### config.mk
export PLATFORM = sky130hd
export DESIGN_NAME = spi_flash_responder
export DESIGN_NICKNAME = d
export VERILOG_FILES = /design/src/rtl/spi_flash_responder_pkg.sv /design/src/rtl/spi_flash_responder_sync_edge.sv /design/src/rtl/spi_flash_responder.sv
export SDC_FILE = /design/constraint.sdc
export NUM_CORES = 1
export LEC_CHECK = 0
export ABC_AREA = 1
export BUFFER_PORTS_ARGS = -buffer_cell sky130_fd_sc_hd__buf_2
export CAP_MARGIN = 20
export CORE_MARGIN = 5
export CORE_UTILIZATION = 35
export DETAILED_ROUTE_END_ITERATION = 7
export PLACE_DENSITY_LB_ADDON = 0.15
export SKIP_CTS_REPAIR_TIMING = 1
export SYNTH_ARGS = -nofsm -noshare
export SYNTH_HDL_FRONTEND = slang
export SYNTH_SLANG_ARGS = --single-unit
### constraint.sdc
create_clock -name clk -period 4.1 [get_ports clk]
set_clock_uncertainty 0.2 [all_clocks]
set_input_delay 0.205 -clock clk [delete_from_list [all_inputs] [get_ports clk]]
set_output_delay 0.205 -clock clk [all_outputs]
set_load 0.01 [all_outputs]
### src/rtl/spi_flash_responder_pkg.sv
// Shared definitions for the SPI NOR flash responder and the matching initiator side:
// command opcodes, FSM states and the JEDEC ID byte selector.
package spi_flash_responder_pkg;

  localparam logic [7:0] CMD_READ   = 8'h03;
  localparam logic [7:0] CMD_JEDEC  = 8'h9F;
  localparam logic [7:0] CMD_STATUS = 8'h05;

  typedef enum logic [2:0] {
    ST_IDLE   = 3'd0,
    ST_CMD    = 3'd1,
    ST_ADDR   = 3'd2,
    ST_RD_OUT = 3'd3,
    ST_ID_OUT = 3'd4,
    ST_ST_OUT = 3'd5,
    ST_IGNORE = 3'd6
  } state_t;

  // Bytes 0..2 are the ID MSB first; anything later reads as zero.
  function automatic logic [7:0] id_byte(input logic [23:0] id, input logic [1:0] idx);
    case (idx)
      2'd0:    id_byte = id[23:16];
      2'd1:    id_byte = id[15:8];
      2'd2:    id_byte = id[7:0];
      default: id_byte = 8'h00;
    endcase
  endfunction

endpackage

### src/rtl/spi_flash_responder_sync_edge.sv
// Two-flop synchroniser for an asynchronous pin plus rise/fall detection
// against a third flop; RST_VAL is the idle level of the pin.
module spi_sync_edge #(
  parameter logic RST_VAL = 1'b0
) (
  input  logic clk,
  input  logic rst,
  input  logic d,
  output logic q,
  output logic rise,
  output logic fall
);

  logic [2:0] sr;

  always_ff @(posedge clk or posedge rst) begin
    if (rst) sr <= {3{RST_VAL}};
    else     sr <= {sr[1:0], d};
  end

  assign q    = sr[1];
  assign rise = sr[1] & ~sr[2];
  assign fall = ~sr[1] & sr[2];

endmodule

### src/rtl/spi_flash_responder.sv
// SPI mode-0 responder emulating a minimal NOR flash: JEDEC ID (0x9F),
// status (0x05) and sequential READ (0x03) served from a 1-cycle-latency memory port.
module spi_flash_responder
  import spi_flash_responder_pkg::*;
#(
  parameter logic [23:0] JEDEC_ID = 24'hEF4016,
  parameter logic [7:0]  STATUS   = 8'h00,
  parameter int          ADDR_W   = 24
) (
  input  logic              clk,
  input  logic              rst,
  input  logic              ss_n,
  input  logic              sck,
  input  logic              mosi,
  output logic              miso,
  output logic              miso_oe,
  output logic              rd_req,
  output logic [ADDR_W-1:0] rd_addr,
  input  logic [7:0]        rd_data,
  output logic [7:0]        rx_byte,
  output logic              rx_valid,
  output logic              busy
);

  state_t      state, state_next;
  logic        ss_q, ss_rise, ss_fall;
  logic        sck_q, sck_rise, sck_fall;
  logic [1:0]  mosi_sync;
  logic        bit_tick, byte_done;
  logic [2:0]  bit_cnt;
  logic [6:0]  rx_shift;
  logic [7:0]  rx_next;
  logic [15:0] addr_shift;
  logic [23:0] full_addr;
  logic [1:0]  addr_cnt, id_cnt;
  logic        rd_pend, load_pend;
  logic [7:0]  tx_next;
  logic [6:0]  tx_shift;

  spi_sync_edge #(.RST_VAL(1'b1)) u_ss  (.clk(clk), .rst(rst), .d(ss_n), .q(ss_q),  .rise(ss_rise),  .fall(ss_fall));
  spi_sync_edge #(.RST_VAL(1'b0)) u_sck (.clk(clk), .rst(rst), .d(sck),  .q(sck_q), .rise(sck_rise), .fall(sck_fall));

  always_ff @(posedge clk or posedge rst) begin
    if (rst) mosi_sync <= 2'b00;
    else     mosi_sync <= {mosi_sync[0], mosi};
  end

  assign bit_tick  = sck_rise & sck_q;
  assign rx_next   = {rx_shift, mosi_sync[1]};
  assign byte_done = bit_tick & (bit_cnt == 3'd7) & (state != ST_IDLE) & ~ss_q;
  assign full_addr = {addr_shift, rx_next};

  always_ff @(posedge clk or posedge rst) begin
    if (rst) state <= ST_IDLE;
    else     state <= state_next;
  end

  always_comb begin
    state_next = state;
    if (state == ST_IDLE) begin
      if (ss_fall) state_next = ST_CMD;
      else         state_next = ST_IDLE;
    end else if (ss_rise) begin
      state_next = ST_IDLE;
    end else if (byte_done) begin
      case (state)
        ST_CMD: begin
          case (rx_next)
            CMD_READ:   state_next = ST_ADDR;
            CMD_JEDEC:  state_next = ST_ID_OUT;
            CMD_STATUS: state_next = ST_ST_OUT;
            default:    state_next = ST_IGNORE;
          endcase
        end
        ST_ADDR: begin
          if (addr_cnt == 2'd2) state_next = ST_RD_OUT;
          else                  state_next = ST_ADDR;
        end
        default: state_next = state;
      endcase
    end else begin
      state_next = state;
    end
  end

  // Bit engine, command/address decode, memory strobe and MISO shifter.
  always_ff @(posedge clk or posedge rst) begin
    if (rst) begin
      busy       <= 1'b0;
      rx_valid   <= 1'b0;
      rx_byte    <= 8'h00;
      rx_shift   <= 7'h00;
      bit_cnt    <= 3'd0;
      rd_req     <= 1'b0;
      rd_pend    <= 1'b0;
      rd_addr    <= '0;
      addr_shift <= 16'h0000;
      addr_cnt   <= 2'd0;
      id_cnt     <= 2'd0;
      load_pend  <= 1'b0;
      tx_next    <= 8'h00;
      tx_shift   <= 7'h00;
      miso       <= 1'b0;
      miso_oe    <= 1'b0;
    end else begin
      busy     <= ~ss_q;
      rx_valid <= 1'b0;
      rd_req   <= 1'b0;
      rd_pend  <= rd_req;
      if (rd_pend) tx_next <= rd_data;
      if (ss_rise) begin
        bit_cnt   <= 3'd0;
        addr_cnt  <= 2'd0;
        id_cnt    <= 2'd0;
        load_pend <= 1'b0;
        miso      <= 1'b0;
        miso_oe   <= 1'b0;
      end else begin
        if (bit_tick && state != ST_IDLE) begin
          bit_cnt  <= bit_cnt + 3'd1;
          rx_shift <= rx_next[6:0];
        end
        if (byte_done) begin
          rx_byte  <= rx_next;
          rx_valid <= 1'b1;
          case (state)
            ST_CMD: begin
              case (rx_next)
                CMD_READ:   addr_cnt <= 2'd0;
                CMD_JEDEC: begin
                  tx_next   <= id_byte(JEDEC_ID, 2'd0);
                  id_cnt    <= 2'd1;
                  load_pend <= 1'b1;
                end
                CMD_STATUS: begin
                  tx_next   <= STATUS;
                  load_pend <= 1'b1;
                end
                default: load_pend <= 1'b0;
              endcase
            end
            ST_ADDR: begin
              if (addr_cnt == 2'd2) begin
                rd_req    <= 1'b1;
                rd_addr   <= full_addr[ADDR_W-1:0];
                load_pend <= 1'b1;
                addr_cnt  <= 2'd0;
              end else begin
                addr_shift <= {addr_shift[7:0], rx_next};
                addr_cnt   <= addr_cnt + 2'd1;
              end
            end
            ST_RD_OUT: begin
              rd_req    <= 1'b1;
              rd_addr   <= rd_addr + {{(ADDR_W-1){1'b0}}, 1'b1};
              load_pend <= 1'b1;
            end
            ST_ID_OUT: begin
              tx_next   <= id_byte(JEDEC_ID, id_cnt);
              load_pend <= 1'b1;
              if (id_cnt != 2'd3) id_cnt <= id_cnt + 2'd1;
            end
            ST_ST_OUT: begin
              tx_next   <= STATUS;
              load_pend <= 1'b1;
            end
            default: load_pend <= load_pend;
          endcase
        end
        // A pending byte is presented at the first SCK fall after it was decided.
        if (sck_fall) begin
          if (load_pend) begin
            tx_shift  <= tx_next[6:0];
            miso      <= tx_next[7];
            miso_oe   <= 1'b1;
            load_pend <= 1'b0;
          end else if (miso_oe) begin
            tx_shift <= {tx_shift[5:0], 1'b0};
            miso     <= tx_shift[6];
          end
        end
      end
    end
  end

endmodule

-- Word level (Yosys, flattened, before mapping)
Index checks and enable logic that the tools add are counted.
W data, S select, Z words.
- $add $sub $neg: 4
- equality and inequality tests: 17
- mux-type cells: 49
- bitwise logic cells: 14
- reduce and logical (&&, ||, !) cells: 27
- operators by type and width (kind ; count):
    $pmux W24 S2 ; 1
    $pmux W8 S3 ; 2
    $add A24 B1 Y24 const B ; 1
    $mux W24 ; 1
    $mux W8 ; 3
    $mux W1 ; 19
    $mux W2 ; 8
    $pmux W8 S2 ; 1
    $mux W3 ; 5
    $reduce_bool A3 Y1 ; 5
    $mux W7 ; 2
    $reduce_and A4 Y1 ; 3
    $reduce_bool A2 Y1 ; 6
    $reduce_and A2 Y1 ; 5
    $eq A3 B3 Y1 const B ; 3
    $pmux W3 S3 ; 1
    $and A1 B1 Y1 ; 8
    $eq A8 B2 Y1 const B ; 1
    $eq A8 B3 Y1 const B ; 1
    $eq A8 B8 Y1 const B ; 1
    $pmux W2 S2 ; 2
    $eq A3 B2 Y1 const B ; 2
    $ne A3 B2 Y1 const B ; 2
    $not A1 Y1 ; 6
    other kinds (17) ; 22
- bits in registers: 95
- bits of input ports: 13
- output and inout port bits: 37
- logic and storage cells: 131

-- Depth between registers and ports, before layout
Gate-level depths: netlist of the first run.
- word-level depth: 10
- depth in mapped cells: 11
- mapped depth without buffers: 11

-- Cells and area by module
A second synthesis of the first run with hierarchy kept.
- cells, all modules: 699
- area, all modules: 5196.2 µm²
- modules (own cells, without submodules) (module ; instances ; cells an instance ; area an instance (µm²) ; sequential area each (µm²)):
    spi_flash_responder ; 1 ; 683 ; 5004.8 ; 2227.1
    spi_sync_edge (u_ss) ; 1 ; 8 ; 97.6 ; 78.8
    spi_sync_edge (u_sck) ; 1 ; 8 ; 93.8 ; 75.1

-- Worst setup path after synthesis of the first run
OpenSTA, ideal clock, no wires.
- path type: flip-flop to flip-flop
- start point: register bit_cnt[0]
- end point: register rd_addr[7]
- library setup time: 117 ps
- data arrival time: 1427 ps
- required time: 3783 ps
- setup slack: 2356 ps
- cell stages (with the launch flop): 11
- path buffers: 1
- clock period less this slack: 1744 ps
- cell sequence: dfrtp_1 -> ha_1 -> ha_1 -> nand2_1 -> nor2_8 -> nand3_4 -> inv_4 -> buf_6 -> nand2_1 -> nor2_1 -> nor2_1
- longest elaborated chain between the ends: 5
- ends and longest elaborated chain (what ; line ; text):
    start: declaration ; spi_flash_responder.sv:30 ; logic [2:0] bit_cnt;
    start signal: assignment ; spi_flash_responder.sv:120 ; bit_cnt <= bit_cnt + 3'd1;
    $eq A3 B3 Y1 ; spi_flash_responder.sv:50 ; assign byte_done = bit_tick & (bit_cnt == 3'd7) & (state != ST_IDLE) & ~ss_q;
    $and A1 B1 Y1 (3 in series) ; spi_flash_responder.sv:50 ;
    $reduce_and A4 Y1 (no line) ; n/a ;
    end signal: assignment ; spi_flash_responder.sv:145 ; rd_addr <= full_addr[ADDR_W-1:0];
    end signal: assignment ; spi_flash_responder.sv:155 ; rd_addr <= rd_addr + {{(ADDR_W-1){1'b0}}, 1'b1};
    end: declaration ; spi_flash_responder.sv:18 ; output logic [ADDR_W-1:0] rd_addr,
Every way passes these cells.
A chain may end at the register's enable or synchronous reset.

-- Final worst setup path of the first run
- start point: register state[1]
- end point: register rd_addr[4]
- longest elaborated chain between the ends: 4
- elaborated cells between the ends (all ways): 9
- classes of those cells: 3 x eq/ne; 1 x mux; 2 x bitwise; 3 x reduce/logical
- ends and longest elaborated chain (what ; line ; text):
    start: declaration ; spi_flash_responder.sv:25 ; state_t state, state_next;
    start signal: assignment ; spi_flash_responder.sv:55 ; else state <= state_next;
    $reduce_bool A3 Y1 ; spi_flash_responder.sv:50 ;
    $and A1 B1 Y1 (2 in series) ; spi_flash_responder.sv:50 ;
    $reduce_and A4 Y1 (no line) ; n/a ;
Several ways; a longest one is shown, not always the timed one.

==> impl_metrics.prom, run 1 <==
# TYPE chip_impl_metric gauge
chip_impl_metric{name="route.detailed.vias_per_inst",unit=""} 4.84
chip_impl_metric{name="clk-insertion-delay-late",unit="ns"} 0.34
chip_impl_info{name="top_cells_by_area_in_the_synthesized_netlist",value="sky130_fd_sc_hd__dfrtp_1, sky130_fd_sc_hd__nand2_1, sky130_fd_sc_hd__o21ai_0"} 1
chip_impl_metric{name="drc_errors",unit=""} 0
chip_impl_metric{name="routed_wire_length_per_instance",unit="microns"} 14.1
chip_impl_info{name="netlist.top_cell.by_area",value="sky130_fd_sc_hd__dfrtp_1"} 1
chip_impl_metric{name="floorplan.initialDensity",unit="%"} 35.5
chip_impl_metric{name="area_inside_the_core_boundary",unit="sq mm"} 0.0144
chip_impl_metric{name="cts-root-to-sink-buffers",unit=""} 2
chip_impl_info{name="hp-class",value="in2reg"} 1
chip_impl_info{name="worst_setup_path_end_kind",value="flip-flop"} 1
chip_impl_metric{name="max_cap_viol_count",unit=""} 0
chip_impl_metric{name="floorplan.die.height",unit="microns"} 131
chip_impl_metric{name="layout_min_cycle_time",unit="ns"} 2.57
chip_impl_info{name="tritoncts",value="built"} 1
chip_impl_metric{name="num_io_pins",unit=""} 50
chip_impl_info{name="status",value="finished, violations left"} 1
chip_impl_metric{name="detail_route.iter0.violations",unit=""} 322
chip_impl_metric{name="finalSetupTns",unit="ns"} 0
chip_impl_metric{name="grt_overflow",unit=""} 0
chip_impl_metric{name="leakage",unit="nW"} 2.83
chip_impl_metric{name="rows",unit=""} 44
chip_impl_info{name="rsz_0062_raised_after_global_routing",value="no"} 1
chip_impl_metric{name="synth_area_per_cell",unit="sq um"} 7.55
chip_impl_metric{name="detail_route.wirelength",unit="microns"} 12900
chip_impl_info{name="violated_checks",value="hold timing"} 1
chip_impl_info{name="synth_top_flop_cell",value="sky130_fd_sc_hd__dfrtp_1"} 1
chip_impl_metric{name="netlist_instances",unit=""} 678
chip_impl_info{name="clock_tree_root_driver_cell",value="sky130_fd_sc_hd__clkbuf_16"} 1
chip_impl_metric{name="first_pass_iters",unit=""} 5
chip_impl_metric{name="syn-cell-area",unit="sq mm"} 0.00512
chip_impl_metric{name="final_area",unit="sq mm"} 0.00582
chip_impl_metric{name="layout-drive-gt1-share",unit="%"} 13.0
chip_impl_metric{name="worst_slew_pin_slew",unit="ns"} 0.884
chip_impl_metric{name="placed_area",unit="sq mm"} 0.00548
chip_impl_metric{name="tritoncts_num_sinks",unit=""} 95
chip_impl_metric{name="wire_length_of_the_first_global_routing_pass",unit="microns"} 21400
chip_impl_metric{name="via_count",unit=""} 4437
chip_impl_metric{name="ant_nets",unit=""} 0
chip_impl_metric{name="die_w",unit="microns"} 131
chip_impl_metric{name="synth-async-reset-ratio",unit="%"} 100
chip_impl_metric{name="relSlewSlack",unit="%"} 40.9
chip_impl_metric{name="max_clock_freq",unit="MHz"} 389
chip_impl_metric{name="n_fill_cell",unit=""} 1545
chip_impl_metric{name="ys_types",unit=""} 41
chip_impl_metric{name="diode_insertion_count_for_antenna_repair",unit=""} 0
chip_impl_metric{name="grt_pass1_vias",unit=""} 4154
chip_impl_metric{name="dieArea",unit="sq mm"} 0.0172
chip_impl_metric{name="grt_max_degree",unit=""} 68
chip_impl_metric{name="register_area_share_after_synthesis",unit="%"} 46.5
chip_impl_metric{name="routabilityCongestion",unit=""} 0.901
chip_impl_metric{name="syn_nets",unit=""} 700
chip_impl_metric{name="yosys_register_bits",unit=""} 95
chip_impl_metric{name="post_synth_edffs",unit=""} 0
chip_impl_metric{name="cts_buffers",unit=""} 9
chip_impl_metric{name="layout.nets",unit=""} 750
chip_impl_info{name="setup.worst_path.start_class",value="flip-flop"} 1
chip_impl_info{name="setup.worst_path.class",value="reg2reg"} 1
chip_impl_metric{name="count_of_synthesis_stage_warnings_from_yosys",unit=""} 0
chip_impl_metric{name="ctsHtreeMaxLevel",unit=""} 3
chip_impl_metric{name="io_buf_count",unit=""} 49
chip_impl_metric{name="finalHoldViolations",unit=""} 2
chip_impl_metric{name="maximum_ir_drop_on_the_vdd_rail",unit="mV"} 0.258
chip_impl_metric{name="synthToLayoutAreaGrowth",unit="%"} 13.6
chip_impl_metric{name="initial_antenna_violation_count",unit=""} 0
chip_impl_metric{name="synthDominantCellAreaShare",unit="%"} 45.0
chip_impl_metric{name="critical_path_arrival",unit="ns"} 2.59
chip_impl_metric{name="gr-usage-all-layers",unit="%"} 15.8
chip_impl_metric{name="final.period_utilization",unit="%"} 62.7
chip_impl_metric{name="crit_required",unit="ns"} 4.12
chip_impl_metric{name="critPathMaxFanout",unit=""} 26
chip_impl_metric{name="pwr_density_cell",unit="mW/mm^2"} 398
chip_impl_metric{name="finalSetupViolations",unit=""} 0
chip_impl_metric{name="holdWs",unit="ns"} -0.00971
chip_impl_metric{name="slew_violations",unit=""} 0
chip_impl_metric{name="detailedPlacementHpwl",unit="microns"} 9410
chip_impl_metric{name="clkTransAtPathRegs",unit="ns"} 0.07
==> cells in the final DEF, fill, tap and decap left out, types with 3 or more instances in the layout <==
cell	n
sky130_fd_sc_hd__o21a_1	3
sky130_fd_sc_hd__o21bai_1	3
sky130_fd_sc_hd__nor2_4	3
sky130_fd_sc_hd__clkbuf_16	9
sky130_fd_sc_hd__buf_2	49
sky130_fd_sc_hd__o211ai_1	4
sky130_fd_sc_hd__o21ai_0	60
sky130_fd_sc_hd__inv_2	3
sky130_fd_sc_hd__nor3_1	6
sky130_fd_sc_hd__a21oi_2	3
sky130_fd_sc_hd__dfrtp_1	92
sky130_fd_sc_hd__dfstp_2	3
sky130_fd_sc_hd__o21ai_2	4
sky130_fd_sc_hd__nand2_1	219
sky130_fd_sc_hd__dlygate4sd3_1	6
sky130_fd_sc_hd__nor2_1	71
sky130_fd_sc_hd__nand3_1	55
sky130_fd_sc_hd__ha_1	9
sky130_fd_sc_hd__a21oi_1	14
sky130_fd_sc_hd__nand4_1	4
sky130_fd_sc_hd__inv_1	73
sky130_fd_sc_hd__o21ai_1	4
==> registers in the layout, indices dropped and copies added (netlist names), 7 cells and up <==
signal,cells
tx_shift,7
addr_shift,16
rx_byte,8
rd_addr,24
tx_next,8
rx_shift,7
==> cell families (layout without fill, tap and decap cells) <==
group / after synthesis / count (layout) / synth area share (%)
flip-flops: 95 / 95 / 46.5
XOR/XNOR: 1 / 1 / 0.171
multiplexers: 4 / 4 / 0.831
buffers and inverters: 98 / 153 / 8.50
AO/OA/AOI/OAI: 100 / 100 / 11.0
AND/OR/NAND/NOR: 371 / 371 / 30.8
adder cells (fa/ha/maj): 9 / 9 / 2.20
==> worst max-delay path, stage by stage, from the launching register on <==
cell                       delay (ns)
sky130_fd_sc_hd__dfrtp_1         0.40
sky130_fd_sc_hd__inv_2           0.13
sky130_fd_sc_hd__nor2_4          0.07
sky130_fd_sc_hd__nand2_1         0.33
sky130_fd_sc_hd__clkinv_1        0.76
sky130_fd_sc_hd__nand3_1         0.29
sky130_fd_sc_hd__o21ai_0         0.11
sky130_fd_sc_hd__nand2_1         0.08
sky130_fd_sc_hd__o21ai_0         0.07
==> per-stage QoR <==
stage / cells / util (%) / power [mW] / setup slack [ns]
final: 917 / 40.3 / 2.31 / 1.53
after global routing: 917 / 40.3 / 2.44 / 1.27
after CTS: 911 / 39.9 / 2.33 / 1.52
after detailed placement: 895 / 38.0 / 1.52 / 1.55
after global placement: 895 / 38.0 / 1.52 / 1.58
after floorplan: 678 / - / 1.41 / 1.22
==> synth_stat cells, types with 6 or more instances <==
cell type                 count
sky130_fd_sc_hd__a21oi_1     14
sky130_fd_sc_hd__nand2_1    219
sky130_fd_sc_hd__dfrtp_1     92
sky130_fd_sc_hd__o21ai_0     60
sky130_fd_sc_hd__buf_6        6
sky130_fd_sc_hd__nor3_1       6
sky130_fd_sc_hd__inv_1       74
sky130_fd_sc_hd__ha_1         9
sky130_fd_sc_hd__nand3_1     55
sky130_fd_sc_hd__nor2_1      71
==> report_power, final <==
group	switching, mW	total [mW]	internal (mW)
clock network	0.371	0.804	0.433
logic	0.319	0.440	0.121
registers	0.0770	1.07	0.992
total	0.768	2.31	1.55
==> layout make-up <==
| type | count | area [sq um] | share of cell area, % |
|---|---|---|---|
| clock buffers | 12 | 246 | 4.24 |
| inverters | 80 | 305 | 5.25 |
| clock inverters | 4 | 30.0 | 0.516 |
| multi-input cells | 485 | 2300 | 39.6 |
| flip-flops and latches | 95 | 2380 | 40.9 |
| well taps | 184 | 230 | 3.96 |
| repair buffers | 57 | 320 | 5.51 |
==> metal layers <==
metal	vias up	routed length [microns]	GRT usage [%]
met2	69	5840	24.6
met1	2099	6530	22.9
met5	-	0	0
li1	2261	-	-
met3	8	361	2.56
met4	0	163	4.72
==> path summary, 6_finish.rpt <==
| check | startpoint | slack (ns) | end | cells after the start |
|---|---|---|---|---|
| min in group asynchronous | rst | 0.37 | rd_addr[17] | 3 |
| max in group asynchronous | rst | 2.35 | u_ss.sr[0] | 4 |
| max | state[1] | 1.53 | rd_addr[4] | 8 |
| max reg2reg | state[1] | 1.53 | rd_addr[4] | 8 |
| min reg2reg | mosi_sync[0] | 0.15 | mosi_sync[1] | 0 |
| min | rd_data[5] | -0.01 | tx_next[5] | 5 |
No activity file was read; power rests on OpenSTA's default activity.
==> run 2: changes to the inputs <==
- ABC_AREA: 1 -> 0
- clock period: 4.1 -> 2.29 ns (I/O delays scaled with it)
==> run 2 against run 1 <==
Compared with the run above:
- the flow still finishes with violations (hold timing)
- sequential share of layout area is 0.59 points higher
- first-iteration DRC count is 48% lower
- combinational power is 5.2% lower
- critical path type unchanged
==> impl_metrics.prom, run 2 <==
# TYPE chip_impl_metric gauge
chip_impl_metric{name="cts_buffers",unit=""} 9
chip_impl_metric{name="grt_max_degree",unit=""} 96
chip_impl_metric{name="critical_path_arrival",unit="ns"} 2.18
chip_impl_metric{name="tritoncts_num_sinks",unit=""} 95
chip_impl_metric{name="flip_flop_count_of_the_largest_register_after_layout",unit=""} 24
chip_impl_metric{name="ys_types",unit=""} 60
chip_impl_metric{name="gr-usage-all-layers",unit="%"} 14.8
chip_impl_metric{name="post_synth_edffs",unit=""} 0
chip_impl_info{name="setup.worst_path.class",value="reg2reg"} 1
chip_impl_metric{name="diode_insertion_count_for_antenna_repair",unit=""} 0
chip_impl_metric{name="cts-root-to-sink-buffers",unit=""} 2
chip_impl_metric{name="intPower",unit="mW"} 2.87
chip_impl_metric{name="crit_path_max_incr_delay",unit="ns"} 0.36
chip_impl_metric{name="synth_area_per_cell",unit="sq um"} 10.5
chip_impl_metric{name="detail_route.wirelength",unit="microns"} 11200
chip_impl_metric{name="rows",unit=""} 42
chip_impl_metric{name="layout.nets",unit=""} 542
chip_impl_info{name="synthTopCellsByCount",value="sky130_fd_sc_hd__dfrtp_1, sky130_fd_sc_hd__a21oi_1, sky130_fd_sc_hd__nor2_1"} 1
chip_impl_metric{name="switchingPower",unit="mW"} 0.911
chip_impl_metric{name="num_io_pins",unit=""} 50
chip_impl_metric{name="dieArea",unit="sq mm"} 0.0157
chip_impl_metric{name="syn-cell-area",unit="sq mm"} 0.00466
chip_impl_metric{name="clkTransAtPathRegs",unit="ns"} 0.06
chip_impl_info{name="path_cells",value="ha_1, ha_2, nor3b_4, nand3_2, nor3_4, buf_12, mux2_2"} 1
chip_impl_metric{name="clk-insertion-delay-late",unit="ns"} 0.35
chip_impl_metric{name="layout_min_cycle_time",unit="ns"} 2.15
chip_impl_metric{name="floorplan.die.height",unit="microns"} 125
chip_impl_metric{name="critPathMaxFanout",unit=""} 16
chip_impl_metric{name="synthToLayoutAreaGrowth",unit="%"} 23.1
chip_impl_metric{name="synthDominantCellAreaShare",unit="%"} 49.4
chip_impl_metric{name="finalHoldViolations",unit=""} 1
chip_impl_metric{name="relSlewSlack",unit="%"} 47.4
chip_impl_metric{name="netlist_instances",unit=""} 443
chip_impl_info{name="worst_setup_path_end_kind",value="flip-flop"} 1
chip_impl_info{name="largestRegisters",value="rd_addr: 24 flops, addr_shift: 16 flops"} 1
chip_impl_info{name="layout_common_cells",value="sky130_fd_sc_hd__dfrtp_1, sky130_fd_sc_hd__buf_2, sky130_fd_sc_hd__a21oi_1"} 1
chip_impl_metric{name="holdWs",unit="ns"} -0.0302
chip_impl_metric{name="postLayoutCoreUtil",unit="%"} 43.7
chip_impl_metric{name="comb_power_share",unit="%"} 11.0
chip_impl_metric{name="layout-drive-gt1-share",unit="%"} 26.7
chip_impl_info{name="layout.cells.most_common",value="sky130_fd_sc_hd__dfrtp_1"} 1
chip_impl_metric{name="drc_errors",unit=""} 0
chip_impl_metric{name="maximum_ir_drop_on_the_vdd_rail",unit="mV"} 0.293
chip_impl_metric{name="power.share.clock",unit="%"} 41.4
chip_impl_metric{name="routabilityCongestion",unit=""} 0.779
chip_impl_metric{name="finalSetupViolations",unit=""} 0
chip_impl_metric{name="yosys_register_bits",unit=""} 95
chip_impl_info{name="status",value="finished, violations left"} 1
chip_impl_metric{name="grt_overflow",unit=""} 0
chip_impl_info{name="hp-class",value="in2reg"} 1
chip_impl_metric{name="initial_antenna_violation_count",unit=""} 0
chip_impl_metric{name="crit_required",unit="ns"} 2.32
chip_impl_info{name="worst_path_max_delay_cell",value="sky130_fd_sc_hd__dfrtp_1"} 1
chip_impl_info{name="synth_top_flop_cell",value="sky130_fd_sc_hd__dfrtp_1"} 1
chip_impl_info{name="violated_checks",value="hold timing"} 1
chip_impl_info{name="clock_tree_root_driver_cell",value="sky130_fd_sc_hd__clkbuf_16"} 1
chip_impl_metric{name="syn_nets",unit=""} 465
chip_impl_metric{name="die_w",unit="microns"} 125
chip_impl_metric{name="synth-async-reset-ratio",unit="%"} 100
chip_impl_metric{name="n_fill_cell",unit=""} 1276
chip_impl_metric{name="ctsHtreeMaxLevel",unit=""} 3
chip_impl_metric{name="pwr_density_cell",unit="mW/mm^2"} 659
chip_impl_metric{name="count_of_synthesis_stage_warnings_from_yosys",unit=""} 0
chip_impl_info{name="top_cells_by_area_in_the_synthesized_netlist",value="sky130_fd_sc_hd__dfrtp_1, sky130_fd_sc_hd__mux2_2, sky130_fd_sc_hd__a21oi_1"} 1
chip_impl_metric{name="detailedPlacementHpwl",unit="microns"} 7830
chip_impl_info{name="rsz_0062_raised_after_global_routing",value="no"} 1
chip_impl_metric{name="netSwitchingFraction",unit="%"} 24.1
chip_impl_info{name="synth.most_common_cell",value="sky130_fd_sc_hd__dfrtp_1"} 1
chip_impl_metric{name="ant_nets",unit=""} 0
chip_impl_metric{name="routed_wire_length_per_instance",unit="microns"} 16.0
chip_impl_metric{name="io_buf_count",unit=""} 49
chip_impl_metric{name="register_area_share_after_synthesis",unit="%"} 51.1
chip_impl_info{name="tritoncts",value="built"} 1
chip_impl_info{name="netlist.top_cell.by_area",value="sky130_fd_sc_hd__dfrtp_1"} 1
chip_impl_metric{name="multi_input_comb_area",unit="sq mm"} 0.00214
chip_impl_metric{name="finalSetupTns",unit="ns"} 0
chip_impl_metric{name="sequential_cell_area",unit="sq mm"} 0.00238
chip_impl_metric{name="via_count",unit=""} 3606
chip_impl_metric{name="wire_length_of_the_first_global_routing_pass",unit="microns"} 18700
chip_impl_info{name="largest_register_by_flop_count",value="rd_addr"} 1
chip_impl_info{name="setup.worst_path.start_class",value="flip-flop"} 1
chip_impl_metric{name="leakage",unit="nW"} 2.61
chip_impl_metric{name="detail_route.iter0.violations",unit=""} 168
chip_impl_metric{name="floorplan.initialDensity",unit="%"} 35.5
chip_impl_metric{name="max_cap_viol_count",unit=""} 0
chip_impl_metric{name="first_pass_iters",unit=""} 6
chip_impl_metric{name="area_inside_the_core_boundary",unit="sq mm"} 0.0131
chip_impl_metric{name="slew_violations",unit=""} 0
chip_impl_metric{name="max_clock_freq",unit="MHz"} 466
chip_impl_metric{name="power_frac_seq",unit="%"} 47.5
chip_impl_metric{name="final.period_utilization",unit="%"} 93.7
chip_impl_metric{name="route.detailed.vias_per_inst",unit=""} 5.14
chip_impl_metric{name="worst_slew_pin_slew",unit="ns"} 0.786
chip_impl_metric{name="grt_pass1_vias",unit=""} 3490
## run 2: cell types whose count changed in the layout (fill, tap and decap cells not counted), sizes merged, moves of 32 or more
cell,previous run,this run
mux2,2,34
inv,80,10
o21ai,68,24
nand2,223,27
nand3,56,18
nor2,77,38
## run 2: path summary, 6_finish.rpt
kind / end / cells past startpoint / slack [ns] / start
max in group asynchronous: id_cnt[1] / 4 / 1.22 / rst
min reg2reg: u_sck.sr[1] / 0 / 0.15 / u_sck.sr[0]
max: addr_shift[14] / 7 / 0.14 / bit_cnt[0]
max reg2reg: addr_shift[14] / 7 / 0.14 / bit_cnt[0]
min: tx_next[6] / 4 / -0.03 / rd_data[6]
min in group asynchronous: rx_valid / 4 / 0.25 / rst
## run 2: stage by stage
| step | setup slack, ns | instance area [sq um] | total power [mW] | hold WS (ns) | instances |
|---|---|---|---|---|---|
| 6_report | 0.145 | 5740 | 3.78 | -0.0302 | 701 |
| 5_1_grt | 0.00153 | 5740 | 3.96 | 0.0269 | 701 |
| 4_1_cts | 0.0891 | 5610 | 3.82 | -0.348 | 691 |
| 3_5_place_dp | 0.108 | 5300 | 2.24 | 0.0245 | 675 |
| 3_3_place_gp | 0.175 | 5300 | 2.23 | 0.0222 | 675 |
| 2_1_floorplan | 0.103 | 4660 | 2.05 | -0.0810 | 443 |
## run 2: metal layers
layer | GRT usage, % | part of all wire [%] | up-vias
met5 | 0 | 0 | -
met2 | 22.4 | 46 | 57
li1 | - | - | 1782
met1 | 20.9 | 49 | 1755
met3 | 2.73 | 3.3 | 12
met4 | 6.12 | 1.5 | 0
## run 2: logic make-up (layout without fill, tap and decap cells)
family                   count (synthesis)  in the layout  share of synthesized area [%]
multiplexers                            49             49                           11.4
adder cells (fa/ha/maj)                  9              9                           2.42
AO/OA/AOI/OAI                          116            116                           15.3
flip-flops                              95             95                           51.1
XOR/XNOR                                 1              1                          0.188
buffers and inverters                   35            117                           3.54
AND/OR/NAND/NOR                        138            138                           16.1
## run 2: layout make-up
cell class / instances / area share (%)
Clock inverter: 2 / 0.654
Inverter: 11 / 0.829
Timing Repair Buffer: 90 / 11.0
Sequential cell: 95 / 41.5
Clock buffer: 14 / 4.78
Tap cell: 176 / 3.84
Multi-Input combinational cell: 313 / 37.4
## run 2: worst max-delay path: cells and delay by family, from the launching register on
family,cells,cell delay (ns)
DFF,1,0.36
muxes,1,0.34
buffers and inverters,1,0.18
and+or+nand+nor,3,0.60
adders and majority gates,2,0.34
## run 2: power by group through the flow
stage          logic (mW)  clock network [mW]  registers, mW
2_1_floorplan       0.217                   0           1.83
3_3_place_gp        0.406                   0           1.83
3_5_place_dp        0.409                   0           1.83
4_1_cts             0.410                1.61           1.80
5_1_grt             0.466                1.68           1.81
6_report            0.417                1.56           1.80
